--- src/rtl/ecg_report_arbiter.sv ---
// Arbitrates QRS-detector beat reports and periodic threshold status reports
// onto one byte-wide valid/ready TX channel, framing each report as bytes.
module ecg_report_arbiter #(
  parameter int DATA_WIDTH    = 11,
  parameter int CTR_WIDTH     = 24,
  parameter int FIFO_DEPTH    = 4,
  parameter int STATUS_PERIOD = 360
) (
  input  logic                  i_clk,
  input  logic                  i_nrst,
  input  logic                  i_ce,
  input  logic                  i_alg_active,
  input  logic [DATA_WIDTH-1:0] i_rr_period,
  input  logic                  i_rr_period_updated,
  input  logic [CTR_WIDTH-1:0]  i_r_peak_location,
  input  logic [DATA_WIDTH-1:0] i_qrs_threshold,
  output logic [7:0]            o_tx_data,
  output logic                  o_tx_valid,
  input  logic                  i_tx_ready,
  output logic                  o_overflow,
  output logic                  o_busy
);

  localparam int              AW            = (FIFO_DEPTH > 1) ? $clog2(FIFO_DEPTH) : 1;
  localparam int              CW            = $clog2(STATUS_PERIOD + 1);
  localparam logic [CW-1:0]   STATUS_LAST   = CW'(STATUS_PERIOD - 1);
  localparam logic [AW:0]     FIFO_FULL_CNT = (AW + 1)'(FIFO_DEPTH);
  localparam logic [7:0]      BEAT_SYNC     = 8'hA5;
  localparam logic [7:0]      STATUS_SYNC   = 8'h5A;

  typedef enum logic { S_IDLE, S_SEND } state_t;
  typedef enum logic { G_BEAT, G_STATUS } grant_t;

  typedef struct packed {
    logic [23:0] loc;
    logic [15:0] rr;
  } beat_t;

  // Beat FIFO
  beat_t          r_fifo_mem [FIFO_DEPTH];
  logic [AW-1:0]  r_wr_ptr;
  logic [AW-1:0]  r_rd_ptr;
  logic [AW:0]    r_count;
  logic           r_overflow;
  beat_t          w_push_data;
  beat_t          w_head;
  logic           w_full;
  logic           w_empty;
  logic           w_push;
  logic           w_pop;
  logic           w_drop;

  // Status timer
  logic [CW-1:0]         r_status_ctr;
  logic                  r_status_pending;
  logic [DATA_WIDTH-1:0] r_th_snap;
  logic [15:0]           w_th;

  // Framer FSM
  state_t      r_state;
  grant_t      r_last_grant;
  logic [7:0]  r_frame [6];
  logic [2:0]  r_idx;
  logic [2:0]  r_last_idx;
  logic [7:0]  r_tx_data;
  logic        r_tx_valid;
  logic [2:0]  w_next_idx;
  logic        w_grant_beat;
  logic        w_grant_status;

  assign w_push_data = beat_t'{loc: 24'(i_r_peak_location), rr: 16'(i_rr_period)};
  assign w_head      = r_fifo_mem[r_rd_ptr];
  assign w_full      = (r_count == FIFO_FULL_CNT);
  assign w_empty     = (r_count == '0);
  assign w_pop       = w_grant_beat;
  // A pop on the same edge frees the slot, so a full FIFO can still accept.
  assign w_push      = i_rr_period_updated && (!w_full || w_pop);
  assign w_drop      = i_rr_period_updated && w_full && !w_pop;
  assign w_th        = 16'(r_th_snap);
  assign w_next_idx  = r_idx + 3'd1;

  // NOTE: every variable driven here gets a default first, so no path can infer a latch.
  always_comb begin
    w_grant_beat   = 1'b0;
    w_grant_status = 1'b0;
    if (r_state == S_IDLE) begin
      if (!w_empty && r_status_pending) begin
        if (r_last_grant == G_STATUS) w_grant_beat   = 1'b1;
        else                          w_grant_status = 1'b1;
      end else if (!w_empty) begin
        w_grant_beat = 1'b1;
      end else if (r_status_pending) begin
        w_grant_status = 1'b1;
      end
    end
  end

  // NOTE: FIFO storage has no reset; r_count alone says which entries are valid.
  always_ff @(posedge i_clk) begin
    if (w_push) r_fifo_mem[r_wr_ptr] <= w_push_data;
  end

  // NOTE: sequential state uses non-blocking assignments so all registers update together.
  always_ff @(posedge i_clk or negedge i_nrst) begin
    if (!i_nrst) begin
      r_wr_ptr   <= '0;
      r_rd_ptr   <= '0;
      r_count    <= '0;
      r_overflow <= 1'b0;
    end else begin
      if (w_push) r_wr_ptr <= r_wr_ptr + 1'b1;
      if (w_pop)  r_rd_ptr <= r_rd_ptr + 1'b1;
      case ({w_push, w_pop})
        2'b10:   r_count <= r_count + 1'b1;
        2'b01:   r_count <= r_count - 1'b1;
        default: r_count <= r_count;
      endcase
      if (w_drop) r_overflow <= 1'b1;
    end
  end

  always_ff @(posedge i_clk or negedge i_nrst) begin
    if (!i_nrst) begin
      r_status_ctr     <= '0;
      r_status_pending <= 1'b0;
      r_th_snap        <= '0;
    end else begin
      if (w_grant_status) r_status_pending <= 1'b0;
      // A wrap on the grant edge re-arms the request with the fresh snapshot.
      if (!i_alg_active) begin
        r_status_ctr <= '0;
      end else if (i_ce) begin
        if (r_status_ctr == STATUS_LAST) begin
          r_status_ctr     <= '0;
          r_status_pending <= 1'b1;
          r_th_snap        <= i_qrs_threshold;
        end else begin
          r_status_ctr <= r_status_ctr + 1'b1;
        end
      end
    end
  end

  always_ff @(posedge i_clk or negedge i_nrst) begin
    if (!i_nrst) begin
      r_state      <= S_IDLE;
      r_last_grant <= G_STATUS;
      r_idx        <= '0;
      r_last_idx   <= '0;
      r_tx_data    <= '0;
      r_tx_valid   <= 1'b0;
      for (int i = 0; i < 6; i++) r_frame[i] <= '0;
    end else begin
      case (r_state)
        S_IDLE: begin
          if (w_grant_beat) begin
            r_frame[0]   <= BEAT_SYNC;
            r_frame[1]   <= w_head.loc[23:16];
            r_frame[2]   <= w_head.loc[15:8];
            r_frame[3]   <= w_head.loc[7:0];
            r_frame[4]   <= w_head.rr[15:8];
            r_frame[5]   <= w_head.rr[7:0];
            r_last_idx   <= 3'd5;
            r_last_grant <= G_BEAT;
            r_idx        <= '0;
            r_tx_data    <= BEAT_SYNC;
            r_tx_valid   <= 1'b1;
            r_state      <= S_SEND;
          end else if (w_grant_status) begin
            r_frame[0]   <= STATUS_SYNC;
            r_frame[1]   <= w_th[15:8];
            r_frame[2]   <= w_th[7:0];
            r_last_idx   <= 3'd2;
            r_last_grant <= G_STATUS;
            r_idx        <= '0;
            r_tx_data    <= STATUS_SYNC;
            r_tx_valid   <= 1'b1;
            r_state      <= S_SEND;
          end
        end
        S_SEND: begin
          if (i_tx_ready) begin
            if (r_idx == r_last_idx) begin
              // Dropping to IDLE guarantees one valid-low cycle between frames.
              r_tx_valid <= 1'b0;
              r_idx      <= '0;
              r_state    <= S_IDLE;
            end else begin
              r_idx     <= w_next_idx;
              r_tx_data <= r_frame[w_next_idx];
            end
          end
        end
        default: r_state <= S_IDLE;
      endcase
    end
  end

  assign o_tx_data  = r_tx_data;
  assign o_tx_valid = r_tx_valid;
  assign o_overflow = r_overflow;
  assign o_busy     = (r_state != S_IDLE) | !w_empty | r_status_pending;

endmodule

--- config.mk ---
export PLATFORM = sky130hd
export DESIGN_NAME = ecg_report_arbiter
export DESIGN_NICKNAME = d
export VERILOG_FILES = /design/src/rtl/ecg_report_arbiter.sv
export SDC_FILE = /design/constraint.sdc
export NUM_CORES = 1
export LEC_CHECK = 0
export CORE_MARGIN = 4
export CORE_UTILIZATION = 58
export DETAILED_ROUTE_END_ITERATION = 12
export PLACE_DENSITY = 0.88
export SETUP_SLACK_MARGIN = 0.5
export SYNTH_ARGS = -nofsm -noshare
export SYNTH_HDL_FRONTEND = slang
export SYNTH_SLANG_ARGS = --single-unit
--- constraint.sdc ---
create_clock -name i_clk -period 3.2 [get_ports i_clk]
set_input_delay 0.48 -clock i_clk [delete_from_list [all_inputs] [get_ports i_clk]]
set_output_delay 0.48 -clock i_clk [all_outputs]
set_load 0.01 [all_outputs]
==> impl_metrics.toml, run 1 <==
[yosys]
synth_async_sr_flop_share_pct = 36.4
yosysTopAreaCell = "edfxtp_1"
synth_edf_count = 140
ys_seq_area_share_pct = 70.2
synth-main-ff-cell = "edfxtp_1"
synth_top_area_share_pct = 47.5
synth_seq_cells = 220
yosysWarningCount = 0
synthesis.area_mm2 = 0.00884
ys_types = 44
synth_common_cells = "edfxtp_1, nand2_1, dfrtp_1"
synth_most_common_cell = "edfxtp_1"
syn_nets = 609
netlist_instances = 550
synth.avg_cell_area_um2 = 16.1
synth_area_leaders = "edfxtp_1, dfrtp_1, mux4_2, nand2_1, mux2_2"

[cts]
cts_root_buf = "clkbuf_16"
clk_path_buf_depth = 3
clk_pin_slew_ns = 0.06
cts_sinks = 220
cts.repair.resized = 0
cts-htree-levels = 1
cts_tree = "yes"
cts_setup_buffers = 0
numCtsBuffers = 22
insertion_delay_ns = 0.50
holdBufCountCts = 0

[critical_path]
slowest_delay_ns = 0.49
worst_r2r_endpoint = "o_tx_data[0]$_DFFE_PN0P_"
crit_type = "reg -> out"
r2r_start = "r_idx[0]$_DFFE_PN0P_"
crit_slowest_cell = "clkdlybuf4s50_1"
arrival_ns = 2.12
cp.required_ns = 2.72
cp_cell_sequence = "or3_4 > or3_1 > clkdlybuf4s50_1"
crit_fanout = 4
end_kind = "output pin"
cp_top_family = "simple AND/OR/NAND/NOR gates"
ff2ff_setup_slack_ns = 0.67
r2r_cells = 5
startpoint_type = "flop"
cp_num_buf_inv = 1

[layout]
fin_area_mm2 = 0.0103
antenna-diode-count = 0
drive_gt1_share_pct = 17.2
nNetsFinal = 681
syn2layout_area_growth_pct = 17.0
postLayoutCoreUtil_pct = 70.1
fillers = 883
stdcell_count = 822

[power_and_ir_drop]
vdd_drop_max_v = 0.000497
p_per_area_mw_per_mm2 = 925
p_leak_uw = 0.00398

[placement]
gp_congestion = 0.869
portBuffers = 62
hpwlAfterDp_um = 11100
placed_cell_area_mm2 = 0.00967
dp_cells = 782

[routing]
via_per_inst = 6.19
ant_nets = 0
drt_pass1_iterations = 5
drt-initial-drc-count = 514
drc = 0
wl_per_cell_um = 22.0
wl_um = 18100
vias = 5090

[global_routing]
antenna_found_initial = 0
grt_first_pass_wirelength_um = 29400
grt_max_degree = 81
grt_pass1_vias = 5477
grt.overflow.total = 0
track_usage_pct = 21.5

[sta]
relSlewSlack_pct = 34.5
min_period_over_period_pct = 81.2
worst_pin_slew_ns = 0.982
setup_viol = 0
grt_setup_unrepaired = "no"
hold_viol_final = 0
drv_slew = 0
worst_hold_slack_ns = 0.163
max_freq_mhz = 385
fin_setup_tns_ns = 0
fin_skew_ns = 0.0194
period_minus_slack_ns = 2.60

[floorplan]
rows = 44
dieHeight_um = 131
die_w_um = 131
ios = 63
dieArea_mm2 = 0.0173
coreArea_mm2 = 0.0148
initial_utilization_pct = 59.9

[run_status]
status = "complete, no violations"

[flow_run]
drv_cap = 0

[hold_path]
hp-class = "in -> async"
-- per-stage QoR --
step | setup slack [ns] | power, uW
3_5_place_dp | 0.634 | 7180
6_report | 0.602 | 9570
5_1_grt | 0.512 | 10100
3_3_place_gp | 0.782 | 7010
2_1_floorplan | 0.931 | 6260
4_1_cts | 0.526 | 9630
-- worst max path at each step --
stage | startpoint | to | slack [ns] | cells past startpoint
after global placement | r_idx[0]$_DFFE_PN0P_ | o_tx_data[0]$_DFFE_PN0P_ | 0.78 | 5
after detailed placement | r_idx[0]$_DFFE_PN0P_ | o_tx_data[0]$_DFFE_PN0P_ | 0.63 | 5
final | r_count[0]$_DFFE_PN0P_ | o_busy | 0.60 | 3
after CTS | r_idx[0]$_DFFE_PN0P_ | o_tx_data[0]$_DFFE_PN0P_ | 0.53 | 5
after global routing | r_count[0]$_DFFE_PN0P_ | o_busy | 0.51 | 3
after floorplan | r_last_grant$_DFFE_PN1P_ | r_fifo_mem[0][0]$_DFFE_PP_ | 0.93 | 3
-- cells by family after synthesis --
family                     count (synthesis)  synth area share [%]
AOI/OAI and AO/OA                         55                  4.68
and+or+nand+nor                          165                  8.33
xor gates and xnor gates                   9                 0.891
muxes                                     61                  13.2
DFF                                      220                  70.2
adders and majority gates                  7                  1.08
buffers and inverters                     33                  1.67
-- power by group --
part	switching, uW	internal (uW)	leakage, uW
Clock	994	1370	0.000328
Combinational	1510	1370	0.00136
Sequential	515	3800	0.00229
Total	3020	6550	0.00398
-- registers in the layout, indices dropped and copies added, names as in the netlist --
register and count:
r_status_ctr 9, r_wr_ptr 2, r_rd_ptr 2, r_frame 37, o_tx_valid 1, r_count 3
r_state 1, r_fifo_mem 140, r_idx 3, r_th_snap 11, r_last_grant 1, o_overflow 1
r_status_pending 1, o_tx_data 8
-- layout make-up --
class / count / area [um2] / area share, %
repair buffers: 74 / 708 / 6.84
clock inverters: 11 / 83.8 / 0.810
inverters: 7 / 26.3 / 0.254
flip-flops and latches: 220 / 6210 / 60.0
clock buffers: 29 / 587 / 5.67
multi-input cells: 297 / 2500 / 24.2
well taps: 184 / 230 / 2.23
-- metal layers --
metal | GRT usage (%) | wire (um) | vias to the layer above
met5 | 0 | 0 | -
met4 | 9.22 | 775 | 0
met3 | 3.56 | 1110 | 61
met2 | 36.0 | 9160 | 220
met1 | 28.2 | 7010 | 2596
li1 | - | - | 2213
-- worst register-to-register path: cells and delay by family, from the launching register on --
family	cells	cell delay (ns)
adders and majority gates	1	0.54
muxes	1	0.56
AOI/OAI and AO/OA	2	0.42
DFF	1	0.81
and+or+nand+nor	1	0.09
-- layout by cell type (no fill, tap or decap), types with 2 or more instances in the layout --
cell,netlist,layout
clkbuf_1,15,6
clkbuf_16,0,22
nor2_1,7,7
nand3_1,15,15
xor2_1,2,2
a21oi_1,3,3
clkinv_2,0,3
nor2b_1,6,6
o21ai_0,9,9
clkdlybuf4s50_1,0,61
o311ai_0,3,3
nand2_1,112,112
ha_1,6,5
a22o_1,10,10
mux2i_1,5,5
and3_1,6,6
xnor2_1,7,7
mux2_2,13,13
a22oi_1,11,11
o31ai_1,3,3
and2_1,4,4
clkinv_1,0,6
o21bai_1,2,2
mux4_2,43,43
buf_4,0,13
nand2b_1,5,5
inv_1,7,7
o21ai_1,6,6
or3_1,4,3
dfrtp_1,79,78
edfxtp_1,140,140
Note: power is estimated with default switching activity, not from simulation.
==> run 2, diff against run 1 <==
==> constraint.sdc (replaced) <==
create_clock -name i_clk -period 2.5 [get_ports i_clk]
set_input_delay 0.375 -clock i_clk [delete_from_list [all_inputs] [get_ports i_clk]]
set_output_delay 0.375 -clock i_clk [all_outputs]
set_load 0.01 [all_outputs]
==> run 2 against run 1 <==
  * The flow now finishes with violations (negative hold slack)
  * Sequential share of layout area is 1.7 points lower
  * Die area stayed put
  * Cell count is 2.1% higher
  * First-iteration DRC count is 5.4% lower
  * Worst setup slack worse by 0.24 ns
  * Power is 32% higher
  * Largest cell class unchanged
  * Largest power group unchanged
  * Highest routed layer unchanged
==> impl_metrics.toml, run 2 (synthesis results as in run 1) <==
[routing]
drt-initial-drc-count = 486
wl_um = 18200
drt_pass1_iterations = 4
via_per_inst = 6.11
vias = 5130
wl_per_cell_um = 21.7
ant_nets = 0
drc = 0

[critical_path]
crit_slowest_cell = "dfrtp_1"
cp.required_ns = 2.12
arrival_ns = 1.76
end_kind = "output pin"
crit_fanout = 4
cp_num_buf_inv = 1
slowest_delay_ns = 0.43
startpoint_type = "flop"
cp_cell_sequence = "or3_4 > or3_1 > buf_2"
r2r_start = "r_count[2]$_DFFE_PN0P_"
cp-startpoint = "r_count[2]$_DFFE_PN0P_"
crit_type = "reg -> out"
cp_top_family = "simple AND/OR/NAND/NOR gates"

[power_and_ir_drop]
p_leak_uw = 0.00412
vdd_drop_max_v = 0.000633
p_per_area_mw_per_mm2 = 1190

[sta]
setup_viol = 0
fin_skew_ns = 0.0107
min_period_over_period_pct = 85.5
relSlewSlack_pct = 40.4
fin_ws_ns = 0.362
grt_setup_unrepaired = "yes"
max_freq_mhz = 468
period_minus_slack_ns = 2.14
hold_viol_final = 1
worst_hold_slack_ns = -0.00204
worst_pin_slew_ns = 0.893
drv_slew = 0
fin_setup_tns_ns = 0

[global_routing]
grt.overflow.total = 0
antenna_found_initial = 0
grt_first_pass_wirelength_um = 29300
grt_pass1_vias = 5388
grt_max_degree = 73
track_usage_pct = 21.4

[floorplan]
dieHeight_um = 131
coreArea_mm2 = 0.0148
rows = 44
die_w_um = 131
ios = 63
initial_utilization_pct = 59.9
dieArea_mm2 = 0.0173

[placement]
hpwlAfterDp_um = 10900
dpl_worst_slack_ns = 0.341
portBuffers = 62
gp_congestion = 0.843

[layout]
drive_gt1_share_pct = 22.4
reg.largest.list = "r_fifo_mem x140, r_frame x37, r_th_snap x11"
regMostFlops = "r_fifo_mem"
nNetsFinal = 698
antenna-diode-count = 0
mostFrequentLayoutCells = "edfxtp_1, nand2_1, dfrtp_1"
final_common_cell = "edfxtp_1"
largest_register_ffs = 140
syn2layout_area_growth_pct = 20.5

[cts]
clk_pin_slew_ns = 0.06
insertion_delay_ns = 0.50
cts-htree-levels = 1
clk_path_buf_depth = 3
holdBufCountCts = 0
numCtsBuffers = 22
cts_tree = "yes"
cts_root_buf = "clkbuf_16"
cts_sinks = 220

[run_status]
status = "finished with violations"
violations = "negative hold slack"

[hold_path]
hp-class = "in -> async"

[flow_run]
drv_cap = 0
-- run 2: final cells by class --
| cell class | count | area [um2] |
|---|---|---|
| fillers | 887 | 4100 |
| multi-input cells | 297 | 2540 |
| clock inverters | 12 | 125 |
| well taps | 184 | 230 |
| clock buffers | 28 | 598 |
| inverters | 7 | 26.3 |
| repair buffers | 91 | 922 |
| flip-flops and latches | 220 | 6210 |
-- run 2: path summary, 6_finish.rpt --
path / cells after the start / end / slack (ns)
max in group asynchronous: 2 / o_tx_data[1]$_DFFE_PN0P_ / 1.84
min in group i_clk: 1 / r_status_ctr[8]$_DFFE_PN0P_ / 0.47
setup / recovery: 3 / o_busy / 0.36
setup reg to reg: 6 / o_tx_data[3]$_DFFE_PN0P_ / 0.40
hold reg to reg: 1 / r_status_ctr[8]$_DFFE_PN0P_ / 0.47
hold / removal: 1 / r_status_ctr[2]$_DFFE_PN0P_ / -0.002
-- run 2: report_power, final --
| part | total (uW) | switching, uW | internal [uW] |
|---|---|---|---|
| logic | 4000 | 2070 | 1920 |
| clock network | 3250 | 1340 | 1910 |
| registers | 5380 | 518 | 4860 |
-- run 2: timing repair --
action / 4_1_cts / 5_1_grt
gates cloned: 1 / 1
endpoints found under the setup margin: 26 / 185
gates resized for setup: 12 / 9
setup buffers: 6 / 5
pin swaps: 4 / 2
-- run 2: through the flow --
stage | area, um2 | total power (uW) | hold slack (ns) | util (%) | cells
2_1_floorplan | 8850 | 8000 | 0.0794 | - | 550
3_3_place_gp | 9750 | 9050 | 0.460 | 66.1 | 786
3_5_place_dp | 9750 | 9270 | 0.466 | 66.1 | 786
4_1_cts | 10600 | 12700 | 0.0299 | 71.6 | 833
5_1_grt | 10700 | 13300 | 0.0818 | 72.2 | 839
6_report | 10700 | 12600 | -0.00204 | 72.2 | 839
-- run 2: layer usage --
metal  share of wire, %  GRT usage, %  vias up
met5                  0             0        -
met4                2.7          6.77        0
met3                5.6          3.67       44
met2                 53          37.3      197
met1                 38          27.7     2635
li1                   -             -     2254
-- run 2: worst reg2reg max path: cells and delay by family, from the launching register on --
kind | cells | cell delay [ns]
AOI/OAI and AO/OA | 3 | 0.93
DFF | 1 | 0.43
and+or+nand+nor | 2 | 0.47
buffers and inverters | 1 | 0.15
